**src/rtl/joy_cmd_gen.sv**
```systemverilog
// joy_cmd_gen: turns debounced joystick direction levels and fire pulses into
// discrete game commands on a valid/ready interface. A held direction emits one
// command on press, then auto-repeats after DELAY_CYCLES, every PERIOD_CYCLES.
// Each source (fire, direction) has a one-deep pending slot; fire has priority.
// Optional build macro JOY_DROP_CNT_EN adds o_drop_cnt, a saturating count of
// lost (dropped or coalesced) events.
module joy_cmd_gen #(
    parameter int unsigned DELAY_CYCLES  = 25_000_000,
    parameter int unsigned PERIOD_CYCLES = 5_000_000,
    parameter int unsigned CNT_W         = 25
) (
    input  logic       clk,
    input  logic       rst_n,
    input  logic       i_up,
    input  logic       i_down,
    input  logic       i_left,
    input  logic       i_right,
    input  logic       i_fire,
    input  logic       i_cmd_ready,
    output logic       o_cmd_valid,
    output logic [2:0] o_cmd
`ifdef JOY_DROP_CNT_EN
    ,
    output logic [7:0] o_drop_cnt
`endif
);

    typedef enum logic [1:0] {StIdle, StDelay, StRepeat} state_e;

    localparam logic [CNT_W-1:0] DelayLast  = CNT_W'(DELAY_CYCLES - 1);
    localparam logic [CNT_W-1:0] PeriodLast = CNT_W'(PERIOD_CYCLES - 1);
    localparam logic [2:0]       CmdFire    = 3'd4;

    state_e           state_q, state_d;
    logic [1:0]       cur_q, cur_d;
    logic [CNT_W-1:0] cnt_q, cnt_d;
    logic             fire_pend_q, fire_pend_d;
    logic             dir_pend_q, dir_pend_d;
    logic [1:0]       dir_code_q, dir_code_d;
    logic             valid_q, valid_d;
    logic [2:0]       cmd_q, cmd_d;

    logic             sel_vld;
    logic [1:0]       sel_code;
    logic             dir_evt;
    logic             dir_clr;
    logic             fire_drop;
    logic             dir_drop;

    // Priority select of held directions: up > down > left > right.
    always_comb begin
        sel_vld  = 1'b1;
        sel_code = 2'd0;
        if (i_up) begin
            sel_code = 2'd0;
        end else if (i_down) begin
            sel_code = 2'd1;
        end else if (i_left) begin
            sel_code = 2'd2;
        end else if (i_right) begin
            sel_code = 2'd3;
        end else begin
            sel_vld = 1'b0;
        end
    end

    // State register plus pending slots and output register.
    always_ff @(posedge clk) begin
        if (!rst_n) begin
            state_q     <= StIdle;
            cur_q       <= 2'd0;
            cnt_q       <= '0;
            fire_pend_q <= 1'b0;
            dir_pend_q  <= 1'b0;
            dir_code_q  <= 2'd0;
            valid_q     <= 1'b0;
            cmd_q       <= 3'd0;
        end else begin
            state_q     <= state_d;
            cur_q       <= cur_d;
            cnt_q       <= cnt_d;
            fire_pend_q <= fire_pend_d;
            dir_pend_q  <= dir_pend_d;
            dir_code_q  <= dir_code_d;
            valid_q     <= valid_d;
            cmd_q       <= cmd_d;
        end
    end

    // Direction FSM next state: press, delay, auto-repeat, release.
    always_comb begin
        state_d = state_q;
        cur_d   = cur_q;
        cnt_d   = cnt_q;
        dir_evt = 1'b0;
        dir_clr = 1'b0;
        case (state_q)
            StIdle: begin
                if (sel_vld) begin
                    dir_evt = 1'b1;
                    cur_d   = sel_code;
                    cnt_d   = '0;
                    state_d = StDelay;
                end
            end
            StDelay, StRepeat: begin
                if (!sel_vld) begin
                    // Release drops any unsent move so nothing ghosts afterwards.
                    dir_clr = 1'b1;
                    cnt_d   = '0;
                    state_d = StIdle;
                end else if (sel_code != cur_q) begin
                    dir_evt = 1'b1;
                    cur_d   = sel_code;
                    cnt_d   = '0;
                    state_d = StDelay;
                end else if (state_q == StDelay) begin
                    if (cnt_q == DelayLast) begin
                        dir_evt = 1'b1;
                        cnt_d   = '0;
                        state_d = StRepeat;
                    end else begin
                        cnt_d = cnt_q + CNT_W'(1);
                    end
                end else begin
                    if (cnt_q == PeriodLast) begin
                        dir_evt = 1'b1;
                        cnt_d   = '0;
                    end else begin
                        cnt_d = cnt_q + CNT_W'(1);
                    end
                end
            end
            default: begin
                state_d = StIdle;
                cnt_d   = '0;
            end
        endcase
    end

    // Output stage and pending slots; a new event on the load edge re-sets its slot.
    always_comb begin
        logic load;
        logic fire_take;
        logic dir_take;
        load      = !valid_q || i_cmd_ready;
        fire_take = 1'b0;
        dir_take  = 1'b0;
        valid_d   = valid_q;
        cmd_d     = cmd_q;
        if (load) begin
            if (fire_pend_q) begin
                fire_take = 1'b1;
                valid_d   = 1'b1;
                cmd_d     = CmdFire;
            end else if (dir_pend_q) begin
                dir_take = 1'b1;
                valid_d  = 1'b1;
                cmd_d    = {1'b0, dir_code_q};
            end else begin
                valid_d = 1'b0;
            end
        end

        fire_drop   = i_fire && fire_pend_q && !fire_take;
        dir_drop    = dir_evt && dir_pend_q && !dir_take;
        fire_pend_d = i_fire || (fire_pend_q && !fire_take);

        if (dir_evt) begin
            dir_pend_d = 1'b1;
        end else if (dir_clr) begin
            dir_pend_d = 1'b0;
        end else begin
            dir_pend_d = dir_pend_q && !dir_take;
        end
        dir_code_d = dir_evt ? sel_code : dir_code_q;
    end

    assign o_cmd_valid = valid_q;
    assign o_cmd       = cmd_q;

`ifdef JOY_DROP_CNT_EN
    logic [7:0] drop_q, drop_d;

    // Saturating count of lost events; two losses in one cycle add two.
    always_comb begin
        logic [8:0] sum;
        sum    = {1'b0, drop_q} + {8'd0, fire_drop} + {8'd0, dir_drop};
        drop_d = sum[8] ? 8'hff : sum[7:0];
    end

    // Drop counter register.
    always_ff @(posedge clk) begin
        if (!rst_n) begin
            drop_q <= 8'd0;
        end else begin
            drop_q <= drop_d;
        end
    end

    assign o_drop_cnt = drop_q;
`else
    logic unused_drop;
    assign unused_drop = fire_drop ^ dir_drop;
`endif

endmodule

```
**config.mk**
```make
export PLATFORM = sky130hd
export DESIGN_NAME = joy_cmd_gen
export DESIGN_NICKNAME = d
export VERILOG_FILES = /design/src/rtl/joy_cmd_gen.sv
export SDC_FILE = /design/constraint.sdc
export NUM_CORES = 1
export LEC_CHECK = 0
export ABC_CLOCK_PERIOD_IN_PS = 2350
export CAP_MARGIN = 20
export CORE_MARGIN = 4
export CORE_UTILIZATION = 50
export CTS_BUF_LIST = sky130_fd_sc_hd__clkbuf_8
export DETAILED_ROUTE_END_ITERATION = 10
export PLACE_DENSITY = 0.68
export REMOVE_ABC_BUFFERS = 1
export SETUP_SLACK_MARGIN = 0.1
export SLEW_MARGIN = 5
export SYNTH_ARGS = -nofsm -noshare
export SYNTH_HDL_FRONTEND = slang
export SYNTH_SLANG_ARGS = --single-unit
```
**constraint.sdc**
```tcl
create_clock -name clk -period 2.35 [get_ports clk]
set_input_delay 0.5875 -clock clk [delete_from_list [all_inputs] [get_ports clk]]
set_output_delay 0.5875 -clock clk [all_outputs]
set_load 0.02 [all_outputs]
```
==> out/metrics.yaml <==
skew_ns: 0.01228
synth.avg_cell_area_um2: 8.003
cts_buffers: 5
worst-path-max-fanout: 7
groute.usage.overall_pct: 22.07
htreeDepth: 2
synth_top_area_share_pct: 33.05
grt_max_degree: 24
cts_root_buffer: "clkbuf_8"
cp.required_ns: 2.58
leakagePower_nw: 1.091
core-area_um2: 4354
synth-edff-count: 0
place_area_um2: 2631
synthDistinctLibCells: 48
met2_length_mm: 2.667
final_antenna_net_count: 0
num_rows: 24
clk_pin_slew_ns: 0.08
first_pass_iters: 4
final_area_um2: 2798
viasPerCell: 6.067
fillers: 366
synthToLayoutAreaGrowth_pct: 24.85
relSlewSlack_pct: 74.43
tns_ns: 0
drt_iter0_drc: 260
synth_cells: 280
top_layer: "met4"
dp_hpwl_mm: 4.171
p_per_area_nw_per_um2: 735.2
grt_pass1_vias: 2061
ys_warn_count: 0
grt_overflow_total: 0
register_area_um2: 740.7
drv_cap: 0
drv_slew: 0
setup-violations-final: 0
period_share_pct: 90.89
max_clock_freq_mhz: 468.2
io_pins: 12
nNetsFinal: 334
synth_ff_type: "dfxtp_1"
ys_top_cells_by_area: "dfxtp_1, nand2_1, a21oi_1"
synth-seq-area-share_pct: 33.05
routed_wirelength_mm: 5.804
arrival_ns: 2.36
cts_hold_buf: 0
min_path_type: "register to register"
drive_above_1_share_pct: 16.77
vias: 2269
postSynth.asyncResetShare_pct: 0
min_period_ns: 2.136
multi_input_area_um2: 1438
mostFrequentLayoutCells: "buf_4, dfxtp_1, nand2_1, nor2_1, a21oi_1"
dieArea_um2: 5617
grt_pass1_wl_mm: 9.480
initial_utilization_pct: 51.47
worst-setup-path-type: "primary input to register"
antennaDiodeCount: 0
synth.cell_area_um2: 2241
yosys_register_bits: 37
cts_sinks: 37
yosys.area.top_type: "dfxtp_1"
clk_latency_ns: 0.30
finalHoldViolations: 0
dr_wl_met3_um: 299
wl_per_cell_um: 15.52
worst_pin_slew_ns: 0.3800
wl_met1_mm: 2.727
die_w_um: 74.95
tritoncts: "done"
gp_congestion: 0.8971
port_buffers: 11
fp.dieH_um: 74.95
clock_path_buffers: 2
peakVddDrop_mv: 0.3719
rsz0062_at_grt: "yes"
endpoint_kind: "register"
antenna_found_initial: 0
r2r_slack_ns: 0.22
status: "complete, no violations"
drc: 0
layout_commonest_cell: "buf_4"
worstSetupStartpointType: "primary input"
==> per-stage QoR <==
stage	utilization, %	hold slack, ns	power, mW	setup slack (ns)	instances
floorplan	-	0.4350	1.123	-0.2419	265
global placement	60.43	0.4521	1.401	-0.1279	364
detailed placement	60.43	0.4620	1.404	-0.1842	364
CTS	63.51	0.4743	2.071	0.1100	372
global route	64.25	0.5002	2.176	0.09622	374
finish	64.25	0.4720	2.057	0.2140	374
==> logic make-up after synthesis <==
group | share of synthesized area (%)
simple gates | 35.57
compound gates | 21.11
flops | 33.05
buf+inv | 3.629
mux | 2.680
fa+ha+maj | 2.792
xor+xnor | 1.173
==> flip-flops by register name, indices dropped and copies added (netlist names) <==
| register | flops |
|---|---|
| cnt_q | 25 |
| o_cmd | 3 |
| cur_q | 2 |
| dir_code_q | 2 |
| state_q | 2 |
| dir_pend_q | 1 |
| fire_pend_q | 1 |
| o_cmd_valid | 1 |
==> worst paths after layout <==
kind / from / cells after the start / endpoint
worst min register to register: dir_code_q[1] / 2 / dir_code_q[1]
worst min-delay path: dir_code_q[1] / 2 / dir_code_q[1]
worst max-delay path: i_up / 9 / cnt_q[2]
worst max register to register: cnt_q[18] / 5 / dir_code_q[0]
==> synth_stat cells (6+ instances only) <==
cell type	number
nor2_1	23
a21oi_1	21
mux2i_1	6
and3_1	11
dfxtp_1	37
o21ai_0	6
nand4_1	10
nor4_1	6
clkbuf_1	11
a31oi_1	12
inv_1	6
and4_1	7
nand2_1	30
nand3_1	12
nor3_1	8
o211ai_1	12
==> power by group <==
group / switching [mW] / internal (mW)
sequential: 0.0521 / 0.676
combinational: 0.332 / 0.337
clock: 0.238 / 0.422
==> layer usage <==
metal  vias to the layer above  global-route usage [%]
li1                       1145                       -
met1                      1062                   30.05
met2                        52                   34.53
met3                        10                   4.139
met4                         0                   8.498
met5                         -                       0
==> area by class of cell <==
class / instances / share of cell area [%]
sequential: 37 / 26.48
clock inverter: 3 / 2.326
timing repair buffer: 49 / 14.22
tap: 52 / 2.326
multi-input combinational: 222 / 51.39
clock buffer: 5 / 2.460
inverter: 6 / 0.8050
==> repair_timing <==
item / 4_1_cts / 5_1_grt
buffers inserted: 0 / 2
gates resized for setup: 0 / 4
setup endpoints to repair: 0 / 20
==> critical path: stages <==
cell	delay (ns)
clkdlybuf4s50_1	0.51
nor4bb_2	0.30
a221oi_1	0.08
buf_4	0.16
a21boi_2	0.15
buf_4	0.18
buf_4	0.15
nand4b_1	0.10
a31oi_1	0.17
Power figures use the tool's default switching activity.
